### config.mk
export PLATFORM = sky130hd
export DESIGN_NAME = fifo_ctrl
export DESIGN_NICKNAME = d
export VERILOG_FILES = /design/src/rtl/fifo_ctrl_pkg.sv /design/src/rtl/fifo_ctrl_ptr.sv /design/src/rtl/fifo_ctrl.sv
export SDC_FILE = /design/constraint.sdc
export NUM_CORES = 1
export LEC_CHECK = 0
export CAP_MARGIN = 15
export CORE_MARGIN = 3
export CORE_UTILIZATION = 45
export CTS_CLUSTER_SIZE = 8
export DETAILED_ROUTE_END_ITERATION = 10
export DONT_BUFFER_PORTS = 1
export GPL_TIMING_DRIVEN = 0
export HOLD_SLACK_MARGIN = 0.03
export PLACE_DENSITY_LB_ADDON = 0.08
export SYNTH_ARGS = -nofsm -noshare
export SYNTH_HDL_FRONTEND = slang
export SYNTH_SLANG_ARGS = --single-unit
### constraint.sdc
create_clock -name clk -period 6.95 [get_ports clk]
set_input_delay 0.3475 -clock clk [delete_from_list [all_inputs] [get_ports clk]]
set_output_delay 0.3475 -clock clk [all_outputs]
set_load 0.05 [all_outputs]
### src/rtl/fifo_ctrl_pkg.sv
// Shared constants and types for the FIFO controller and its pointer sub-module.
package fifo_ctrl_pkg;

  localparam int FIFO_WIDTH     = 8;
  localparam int FIFO_DEPTH     = 16;
  localparam int FIFO_ADDR_W    = 4;
  localparam int FIFO_AF_MARGIN = 2;
  localparam int FIFO_AE_LEVEL  = 2;

  typedef logic [FIFO_ADDR_W:0] ptr_t;

endpackage

### src/rtl/fifo_ctrl_ptr.sv
// Wrap-bit FIFO pointer: ADDR_W address bits plus one lap bit, counting modulo 2*DEPTH.
module fifo_ptr
  import fifo_ctrl_pkg::*;
#(
  parameter int DEPTH  = FIFO_DEPTH,
  parameter int ADDR_W = FIFO_ADDR_W
) (
  input  logic              clk,
  input  logic              rst,
  input  logic              inc,
  output logic [ADDR_W:0]   ptr,
  output logic [ADDR_W:0]   ptr_nxt
);

  localparam logic [ADDR_W:0] PTR_ZERO = {(ADDR_W+1){1'b0}};
  localparam logic [ADDR_W:0] PTR_ONE  = {{ADDR_W{1'b0}}, 1'b1};
  localparam logic [ADDR_W:0] PTR_LAST = (ADDR_W+1)'(2*DEPTH-1);

  logic [ADDR_W:0] ptr_r;

  // Next pointer value, also used by the parent to precompute registered flags.
  always_comb begin
    ptr_nxt = ptr_r;
    if (inc) begin
      if (ptr_r == PTR_LAST) begin
        ptr_nxt = PTR_ZERO;
      end else begin
        ptr_nxt = ptr_r + PTR_ONE;
      end
    end else begin
      ptr_nxt = ptr_r;
    end
  end

  // Pointer register.
  always_ff @(posedge clk or negedge rst) begin
    if (!rst) begin
      ptr_r <= PTR_ZERO;
    end else begin
      ptr_r <= ptr_nxt;
    end
  end

  assign ptr = ptr_r;

endmodule

### src/rtl/fifo_ctrl.sv
// FIFO controller driving a registered-output dual-port RAM.
// Optional almost_full/almost_empty outputs under macro FIFO_ALMOST_FLAGS_EN.
module fifo_ctrl
  import fifo_ctrl_pkg::*;
#(
  parameter int WIDTH  = FIFO_WIDTH,
  parameter int DEPTH  = FIFO_DEPTH,
  parameter int ADDR_W = FIFO_ADDR_W
`ifdef FIFO_ALMOST_FLAGS_EN
  ,
  parameter int AF_LEVEL = DEPTH - FIFO_AF_MARGIN,
  parameter int AE_LEVEL = FIFO_AE_LEVEL
`endif
) (
  input  logic              clk,
  input  logic              rst,
  input  logic              wr_en,
  input  logic [WIDTH-1:0]  wr_data,
  input  logic              rd_en,
  output logic              mem_write,
  output logic [ADDR_W-1:0] mem_wr_addr,
  output logic [WIDTH-1:0]  mem_data_in,
  output logic              mem_read,
  output logic [ADDR_W-1:0] mem_rd_addr,
  output logic              rd_valid,
  output logic              full,
  output logic              empty,
  output logic [ADDR_W:0]   count,
  output logic              overflow,
  output logic              underflow
`ifdef FIFO_ALMOST_FLAGS_EN
  ,
  output logic              almost_full,
  output logic              almost_empty
`endif
);

  logic [ADDR_W:0] wr_ptr_s, wr_ptr_nxt_s, rd_ptr_s, rd_ptr_nxt_s;
  logic [ADDR_W:0] count_nxt_s, count_r;
  logic            push_ok_s, pop_ok_s, empty_nxt_s, full_nxt_s;
  logic            empty_r, full_r, rd_valid_r, overflow_r, underflow_r;

  fifo_ptr #(.DEPTH(DEPTH), .ADDR_W(ADDR_W)) u_wr_ptr (
    .clk(clk), .rst(rst), .inc(push_ok_s), .ptr(wr_ptr_s), .ptr_nxt(wr_ptr_nxt_s)
  );

  fifo_ptr #(.DEPTH(DEPTH), .ADDR_W(ADDR_W)) u_rd_ptr (
    .clk(clk), .rst(rst), .inc(pop_ok_s), .ptr(rd_ptr_s), .ptr_nxt(rd_ptr_nxt_s)
  );

  // Request acceptance and next-cycle flags derived from the advanced pointers.
  always_comb begin
    push_ok_s   = wr_en & ~full_r;
    pop_ok_s    = rd_en & ~empty_r;
    count_nxt_s = wr_ptr_nxt_s - rd_ptr_nxt_s;
    empty_nxt_s = (wr_ptr_nxt_s == rd_ptr_nxt_s);
    full_nxt_s  = (wr_ptr_nxt_s[ADDR_W-1:0] == rd_ptr_nxt_s[ADDR_W-1:0]) &&
                  (wr_ptr_nxt_s[ADDR_W] != rd_ptr_nxt_s[ADDR_W]);
  end

  // Occupancy, flags, read-valid pipeline and sticky errors.
  always_ff @(posedge clk or negedge rst) begin
    if (!rst) begin
      count_r     <= {(ADDR_W+1){1'b0}};
      empty_r     <= 1'b1;
      full_r      <= 1'b0;
      rd_valid_r  <= 1'b0;
      overflow_r  <= 1'b0;
      underflow_r <= 1'b0;
    end else begin
      count_r     <= count_nxt_s;
      empty_r     <= empty_nxt_s;
      full_r      <= full_nxt_s;
      rd_valid_r  <= pop_ok_s;
      overflow_r  <= overflow_r | (wr_en & full_r);
      underflow_r <= underflow_r | (rd_en & empty_r);
    end
  end

  // The RAM strobes are combinational so the access lands on the same edge the pointers move.
  assign mem_write   = push_ok_s;
  assign mem_wr_addr = wr_ptr_s[ADDR_W-1:0];
  assign mem_data_in = wr_data;
  assign mem_read    = pop_ok_s;
  assign mem_rd_addr = rd_ptr_s[ADDR_W-1:0];
  assign rd_valid    = rd_valid_r;
  assign full        = full_r;
  assign empty       = empty_r;
  assign count       = count_r;
  assign overflow    = overflow_r;
  assign underflow   = underflow_r;

`ifdef FIFO_ALMOST_FLAGS_EN
  logic almost_full_r, almost_empty_r;

  // Threshold flags, registered from the next-cycle occupancy.
  always_ff @(posedge clk or negedge rst) begin
    if (!rst) begin
      almost_full_r  <= 1'b0;
      almost_empty_r <= 1'b1;
    end else begin
      almost_full_r  <= (count_nxt_s >= (ADDR_W+1)'(AF_LEVEL));
      almost_empty_r <= (count_nxt_s <= (ADDR_W+1)'(AE_LEVEL));
    end
  end

  assign almost_full  = almost_full_r;
  assign almost_empty = almost_empty_r;
`endif

endmodule

==> implementation parameters, run 1 <==
Parameter                              Value

Logic synthesis
  Number of distinct library cell variants in the gate-level netlist after synthesis ... 29
  Yosys top cell area share ... 0.419
  Cell count after synthesis ... about 110
  Top cell types by occurrence after synthesis ... 19 x dfrtp_1, 16 x buf_4, 12 x inv_1
  Top_reg_cell synth ... dfrtp_1
  Synth Net Count ... approximately 130
  Most frequently used cell type in the post-synthesis netlist ... dfrtp_1
  Cell accounting for the most synthesized area ... dfrtp_1
  Proportion of synthesized chip area in sequential cells ... 0.442
  Post-synthesis instance area ... 0.00113 sq mm
  Synth Register Bits ... 20
  Mapped Avg Cell Area ... between 10 and 15 sq um
  Count of flip-flops with a built-in enable after synthesis ... 0
  Asr flop ratio synth ... 1.00
  Total of warnings raised by yosys ... 0
  Most area-consuming cells after synthesis ... dfrtp_1 42%, buf_4 11%, ha_1 8.8%, inv_1 4.0%, xnor2_1 3.1%

Global routing
  Via count of the first global-routing pass ... around 660
  GRT Util Overall ... 0.118
  Global-route wire length before repair ... about 2.9 mm
  Pin count of the biggest net entering global routing ... 21
  Number of antenna violations at the first check in global routing ... 0
  Remaining Overflow, GRT ... 0

Critical path
  Startpoint Class ... register
  Class of the most critical setup path ... register to register
  Endpoint type of the worst setup path ... register
  Required arrival time at the worst endpoint ... a little over 7 ns
  Arrival time worst endpoint ... between 2 and 3 ns
  Highest-delay cell along the critical path ... dfrtp_1
  Critical-path maximum fanout ... 6
  Most frequent cell on the critical path ... ha_1
  Delay contributed by the slowest stage of the critical path ... 0.45 ns
  Worst path cell trace ... ha_1 > and3_1 > ha_1 > or2_2 > o21a_1 > ha_1 > fa_1 > inv_1 > a21o_1 > a21oi_1 > xnor2_1

Timing
  Transition at the pin with the smallest max-transition slack ... roughly 0.9 ns
  Final number of max-transition violations ... 0
  Worst slew margin relative to its limit ... 0.399
  Largest clock skew in the final design ... roughly 0.0012 ns
  Minimum hold slack ... between 0.15 and 0.2 ns
  Final Setup Violations ... 0
  Final worst-path cycle share ... 0.392
  Achievable Freq ... ~370 MHz
  Setup tns final ... 0 ns
  Hold violation total from the final report ... 0
  Setup repair after global routing missed its margin ... false
  Clock period minus worst slack ... 2.72 ns

Final layout
  Area growth from synthesis to layout ... 6.28%
  Number of nets in the finished design ... ~130
  Antenna diodes ... 0
  Share of final-layout standard cells stronger than drive strength 1 ... 0.291

Floorplan
  Placement row count ... 17
  Die Y-Extent ... 56.2 um
  I/O pin count ... 40
  Core ar. ... between 0.002 and 0.0025 sq mm
  Initial core utilization ... 0.494
  Total Die Area ... between 0.003 and 0.004 sq mm
  Die width ... 56.2 um

Clock network
  TritonCTS Buffers ... 3
  Deepest clock path buffer count ... 2
  Clock sink count ... 20
  Clock insertion delay at the later pin of the skew report ... 0.29 ns
  H-tree depth ... 1
  Setup Fix Bufs, Post-CTS ... 0
  CTS root buffer ... clkbuf_4
  Clock slew seen by the registers of the worst setup and hold paths ... approximately 0.11 ns
  CTS tree ... yes

Drt
  Post-route ant nets ... 0
  Routed WL ... 1.78 mm
  Post-DR wirelength/cell ... 12.9 um
  Average vias per placed instance ... 5.13
  Pre-Repair DR Iteration Count ... 4
  Final routed DRC violation total ... 0
  DRC marker count from the first detailed-route iteration ... 9
  Via count ... around 710

Hold path
  Kind of path behind the tightest hold check ... input port to register

Placement
  Total of buffers placed on input and output ports ... 0
  Final weighted congestion of routability-driven global placement ... roughly 0.76
  Post-detailed-placement half-perimeter wirelength ... 1.34 mm

Status
  Run status ... finished clean

Job
  Max Cap Viol ... 0
==> repair_timing <==
item | CTS | global route
hold endpoints to repair | 20 | 0
resized for setup | 0 | 0
hold buffers | 1 | 0
==> path summary, 6_finish.rpt <==
path                                            from                        end  slack [ns]  cells past startpoint
max                        u_wr_ptr.ptr[0]$_DFF_PN0_         count[4]$_DFF_PN0_        4.23                     11
min                                            wr_en         overflow$_DFF_PN0_        0.17                      1
max reg2reg                u_wr_ptr.ptr[0]$_DFF_PN0_         count[4]$_DFF_PN0_        4.23                     11
min reg2reg                u_wr_ptr.ptr[4]$_DFF_PN0_  u_wr_ptr.ptr[4]$_DFF_PN0_        0.56                      2
max in group asynchronous                        rst  u_rd_ptr.ptr[0]$_DFF_PN0_        5.79                      1
min in group asynchronous                        rst  u_wr_ptr.ptr[4]$_DFF_PN0_        0.62                      1
==> flip-flops by register name, summed over array words and instances (netlist names) <==
register	cells
u_rd_ptr.ptr	5
empty	1
full	1
underflow	1
overflow	1
rd_valid	1
u_wr_ptr.ptr	5
count	5
==> layer usage <==
layer / part of all wire / up-vias / global-route usage
met5: 0 / - / 0
met4: 0.0073 / 0 / 0.0508
met3: 0.077 / 2 / 0.0394
met2: 0.45 / 32 / 0.175
met1: 0.47 / 329 / 0.156
li1: - / 345 / -
==> kinds of logic after synthesis <==
logic type / count (synthesis) / share of synthesized area
buffers and inverters: 30 / 0.165
flip-flops: 20 / 0.442
adder cells (fa/ha/maj): 9 / 0.106
AND/OR/NAND/NOR: 19 / 0.104
multiplexers: 4 / 0.0430
AO/OA/AOI/OAI: 19 / 0.109
XOR/XNOR: 4 / 0.0309
==> cell type report <==
cell class,count,area [sq um]
Timing Repair Buffer,1,10.0
Fill cell,211,1090
Sequential cell,20,502
Buffer,18,143
Inverter,12,45.0
Tap cell,28,35.0
Multi-Input combinational cell,55,445
Clock buffer,4,26.3
==> stage by stage <==
stage	util	area, sq um	cells	worst slack [ns]
floorplan	-	1130	105	4.41
CTS	0.525	1210	138	4.21
global route	0.525	1210	138	4.06
detailed placement	0.509	1170	133	4.24
finish	0.525	1210	138	4.23
global placement	0.509	1170	133	4.25
==> placed cells by master (no fill, tap or decap), types with 2 or more instances in the layout <==
cell type	netlist	routed
ha_1	8	8
buf_4	16	16
nand2_1	3	3
xnor2_1	4	4
a21o_1	3	3
and3_1	2	2
o21a_1	2	2
o21ai_0	5	5
nand4_1	2	2
nor3_1	2	2
mux2i_2	2	2
buf_6	2	2
inv_1	12	12
a21o_2	3	3
a21oi_1	4	4
clkbuf_4	0	3
dfrtp_1	19	19
nor2_1	3	3
nand2b_4	2	2
==> critical path, delay by kind of cell, from the launching register on <==
family | cells | cell delay (ns)
compound gates | 3 | 0.37
xor+xnor | 1 | 0.12
fa+ha+maj | 4 | 1.10
buf+inv | 1 | 0.07
flops | 1 | 0.45
simple gates | 2 | 0.49
Power of run 1 is not shown: default switching activity piles up to over one toggle a cycle in this logic, so the estimate is an artifact.
==> run 2, diff against run 1 <==
--- a/config.mk
+++ b/config.mk
@@ -5,6 +5,7 @@
 export SDC_FILE = /design/constraint.sdc
 export NUM_CORES = 1
 export LEC_CHECK = 0
+export ABC_AREA = 1
 export CAP_MARGIN = 15
 export CORE_MARGIN = 3
 export CORE_UTILIZATION = 45
==> constraint.sdc (replaced) <==
create_clock -name clk -period 2.7 [get_ports clk]
set_input_delay 0.135 -clock clk [delete_from_list [all_inputs] [get_ports clk]]
set_output_delay 0.135 -clock clk [all_outputs]
set_load 0.05 [all_outputs]
==> run 2 against run 1 <==
Clock skew increased by 0.0041 ns. Synthesized cell count increased by 34%. Worst setup slack got worse by 4.0 ns. Critical path depth unchanged.
==> implementation parameters, run 2 <==
Parameter                              Value

Status
  Run status ... finished clean

Critical path
  CP bufs+invs ... 3 (+2)
  Highest-delay cell along the critical path ... dfrtp_2
  Worst path cell trace ... inv_1 > nand2_4 > clkinvlp_4 > o21ai_2 > inv_1 > ha_1 > fa_1 > nor2_1 > nor2_1 > nand3b_1 > nand2_1
  Startpoint Class ... register
  Delay contributed by the slowest stage of the critical path ... 0.54 ns (+0.09 ns)
  Required arrival time at the worst endpoint ... 2.94 ns (-4.19 ns)
  Register-to-register setup slack ... 0.20 ns (-4.03 ns)
  Arrival time worst endpoint ... 2.74 ns (-0.17 ns)
  Endpoint type of the worst setup path ... register
  Class of the most critical setup path ... register to register
  Critical-path maximum fanout ... 9 (+3)
  Family with the most delay on the worst path ... adder cells

Logic synthesis
  Total of warnings raised by yosys ... 0 (unchanged)
  Synth Register Bits ... 20 (unchanged)
  Mapped Avg Cell Area ... 8.55 sq um (-21%)
  Count of flip-flops with a built-in enable after synthesis ... 0 (unchanged)
  Most area-consuming cells after synthesis ... dfrtp_1 39%, buf_4 10%, ha_1 8.3%, inv_1 7.2%, nand2_1 7.2%
  Asr flop ratio synth ... 1.00 (unchanged)
  Proportion of synthesized chip area in sequential cells ... 0.416 (-0.0257)
  Number of distinct library cell variants in the gate-level netlist after synthesis ... 28 (-3.4%)
  Top cell types by occurrence after synthesis ... 23 x inv_1, 23 x nand2_1, 19 x dfrtp_1
  Post-synthesis instance area ... 0.00120 sq mm (+6.2%)
  Yosys top cell area share ... 0.395 (-0.0244)
  Cell count after synthesis ... 141 (+34%)
  Cell accounting for the most synthesized area ... dfrtp_1
  Synth Net Count ... 162 (+29%)
  Top_reg_cell synth ... dfrtp_1

Final layout
  Leading cell type in the layout, fill and taps excluded ... nand2_1
  Multi-input logic area ... 479 sq um (+7.6%)
  Share of final-layout standard cells stronger than drive strength 1 ... 0.243 (-0.0477)
  Number of nets in the finished design ... 170 (+29%)
  Area taken by flip-flops and latches ... 503 sq um (+0.25%)
  Non-Filler Cell Area, Final ... 0.00131 sq mm (+8.9%)
  Area growth from synthesis to layout ... 9.03%
  Antenna diodes ... 0 (unchanged)
  Fillers ... 239 (+13%)
  Highest-count cells in the layout ignoring fill and taps ... 23 x nand2_1, 22 x inv_1, 18 x dfrtp_1, 16 x buf_4, 10 x nor2_1
  Share of the core filled with cells ... 0.521 (-0.00422)

Drt
  Post-DR wirelength/cell ... 11.1 um (-14%)
  Routed WL ... 1.97 mm (+11%)
  Pre-Repair DR Iteration Count ... 4 (unchanged)
  Average vias per placed instance ... 4.80 (-6.5%)
  Post-route ant nets ... 0 (unchanged)
  Via count ... 854 (+21%)
  Final routed DRC violation total ... 0 (unchanged)
  DRC marker count from the first detailed-route iteration ... 13 (+4)

Placement
  Final weighted congestion of routability-driven global placement ... 0.690 (-9.8%)
  Total of buffers placed on input and output ports ... 0 (unchanged)
  Placed inst area ... 0.00124 sq mm (+6.2%)
  Post-detailed-placement half-perimeter wirelength ... 1.61 mm (+20%)

Floorplan
  Die Y-Extent ... 57.7 um (+2.7%)
  Core ar. ... 0.00252 sq mm (+9.8%)
  I/O pin count ... 40 (unchanged)
  Initial core utilization ... 0.478 (-0.0163)
  Total Die Area ... 0.00333 sq mm (+5.5%)
  Placement row count ... 18 (+1)
  Die width ... 57.7 um (+2.7%)

Timing
  Worst slew margin relative to its limit ... 0.442 (+0.0432)
  Final worst-path cycle share ... 0.927 (+0.535)
  Setup repair after global routing missed its margin ... false
  Clock period minus worst slack ... 2.50 ns (-0.221 ns)
  Final Setup Violations ... 0 (unchanged)
  Largest clock skew in the final design ... 0.00531 ns (+0.00412 ns)
  Achievable Freq ... 399 MHz (+8.8%)
  Final number of max-transition violations ... 0 (unchanged)
  Setup tns final ... 0 ns (unchanged)
  Hold violation total from the final report ... 0 (unchanged)
  Transition at the pin with the smallest max-transition slack ... 0.834 ns (-0.0645 ns)

Global routing
  Remaining Overflow, GRT ... 0 (unchanged)
  Via count of the first global-routing pass ... 825 (+25%)
  Number of antenna violations at the first check in global routing ... 0 (unchanged)
  Global-route wire length before repair ... 3.33 mm (+14%)
  GRT Util Overall ... 0.128 (+0.0100)
  Pin count of the biggest net entering global routing ... 21 (unchanged)

Clock network
  CTS root buffer ... clkbuf_4
  TritonCTS Buffers ... 3 (unchanged)
  Clock insertion delay at the later pin of the skew report ... 0.30 ns (about the same)
  Clock sink count ... 20 (unchanged)
  CTS tree ... yes
  Deepest clock path buffer count ... 2 (unchanged)
  H-tree depth ... 1 (unchanged)
  Clock slew seen by the registers of the worst setup and hold paths ... 0.10 ns (about the same)

Job
  Max Cap Viol ... 0 (unchanged)

Hold path
  Kind of path behind the tightest hold check ... input port to register
run 2: cell types whose count changed in the layout (fill, tap and decap cells not counted), sizes merged, moves of 2 or more:
cell	change
nand2	+24
nand2b	-3
xnor2	-3
inv	+14
and3	-2
nor2	+9
nand3	+6
dlygate4sd3	+2
buf	-2
mux2i	-3
a21o	-4
nand3b	+3
run 2: final cells by class:
type | count | area share
buffer | 16 | 0.0914
clock buffer | 4 | 0.0276
inverter | 27 | 0.0819
multi-input combinational | 78 | 0.365
sequential | 20 | 0.383
tap | 30 | 0.0286
timing repair buffer | 3 | 0.0229
run 2: cell families (layout without fill, tap and decap cells):
group | Yosys count | after routing | share of synthesized area
adders and majority gates | 9 | 9 | 0.0997
buffers and inverters | 43 | 50 | 0.186
DFF | 20 | 20 | 0.416
and+or+nand+nor | 54 | 54 | 0.217
AOI/OAI and AO/OA | 14 | 14 | 0.0737
xor gates and xnor gates | 1 | 1 | 0.00727
run 2: metal layers:
layer | vias to the layer above | GRT usage | wire [um]
li1 | 439 | - | -
met1 | 376 | 0.155 | 853
met2 | 37 | 0.203 | 916
met3 | 2 | 0.0624 | 192
met4 | 0 | 0.0364 | 8
met5 | - | 0 | 0
run 2: stage by stage:
step           worst slack [ns]  cells  hold slack [ns]
3_3_place_gp             0.0268    171           -0.160
3_5_place_dp            0.00486    171           -0.160
4_1_cts                   0.170    178           0.0382
6_report                  0.197    178           0.0550
5_1_grt                  0.0308    178           0.0468
2_1_floorplan             0.188    141           -0.161
run 2: final timing paths:
check / startpoint / cells after the start / to
worst min-delay path: wr_en / 2 / u_wr_ptr.ptr[4]$_DFF_PN0_
worst max-delay path: full$_DFF_PN0_ / 11 / count[4]$_DFF_PN0_
min in group asynchronous: rst / 1 / u_wr_ptr.ptr[2]$_DFF_PN0_
worst max register to register: full$_DFF_PN0_ / 11 / count[4]$_DFF_PN0_
max in group asynchronous: rst / 1 / full$_DFF_PN0_
worst min register to register: u_rd_ptr.ptr[4]$_DFF_PN0_ / 2 / u_rd_ptr.ptr[4]$_DFF_PN0_
run 2: worst reg2reg max path, cell delays in order, from the launching register on:
cell and delay (ns):
dfrtp_2 0.54, inv_1 0.15, nand2_4 0.14, clkinvlp_4 0.29, o21ai_2 0.23, inv_1 0.06
ha_1 0.21, fa_1 0.40, nor2_1 0.14, nor2_1 0.06, nand3b_1 0.15, nand2_1 0.07
run 2: what timing repair did:
action,4_1_cts,5_1_grt
setup endpoints to repair,1,0
resized for setup,2,0
hold buffers,3,0
setup buffers,0,0
hold endpoints to repair,23,0
Power of run 2 is left out for the same reason.
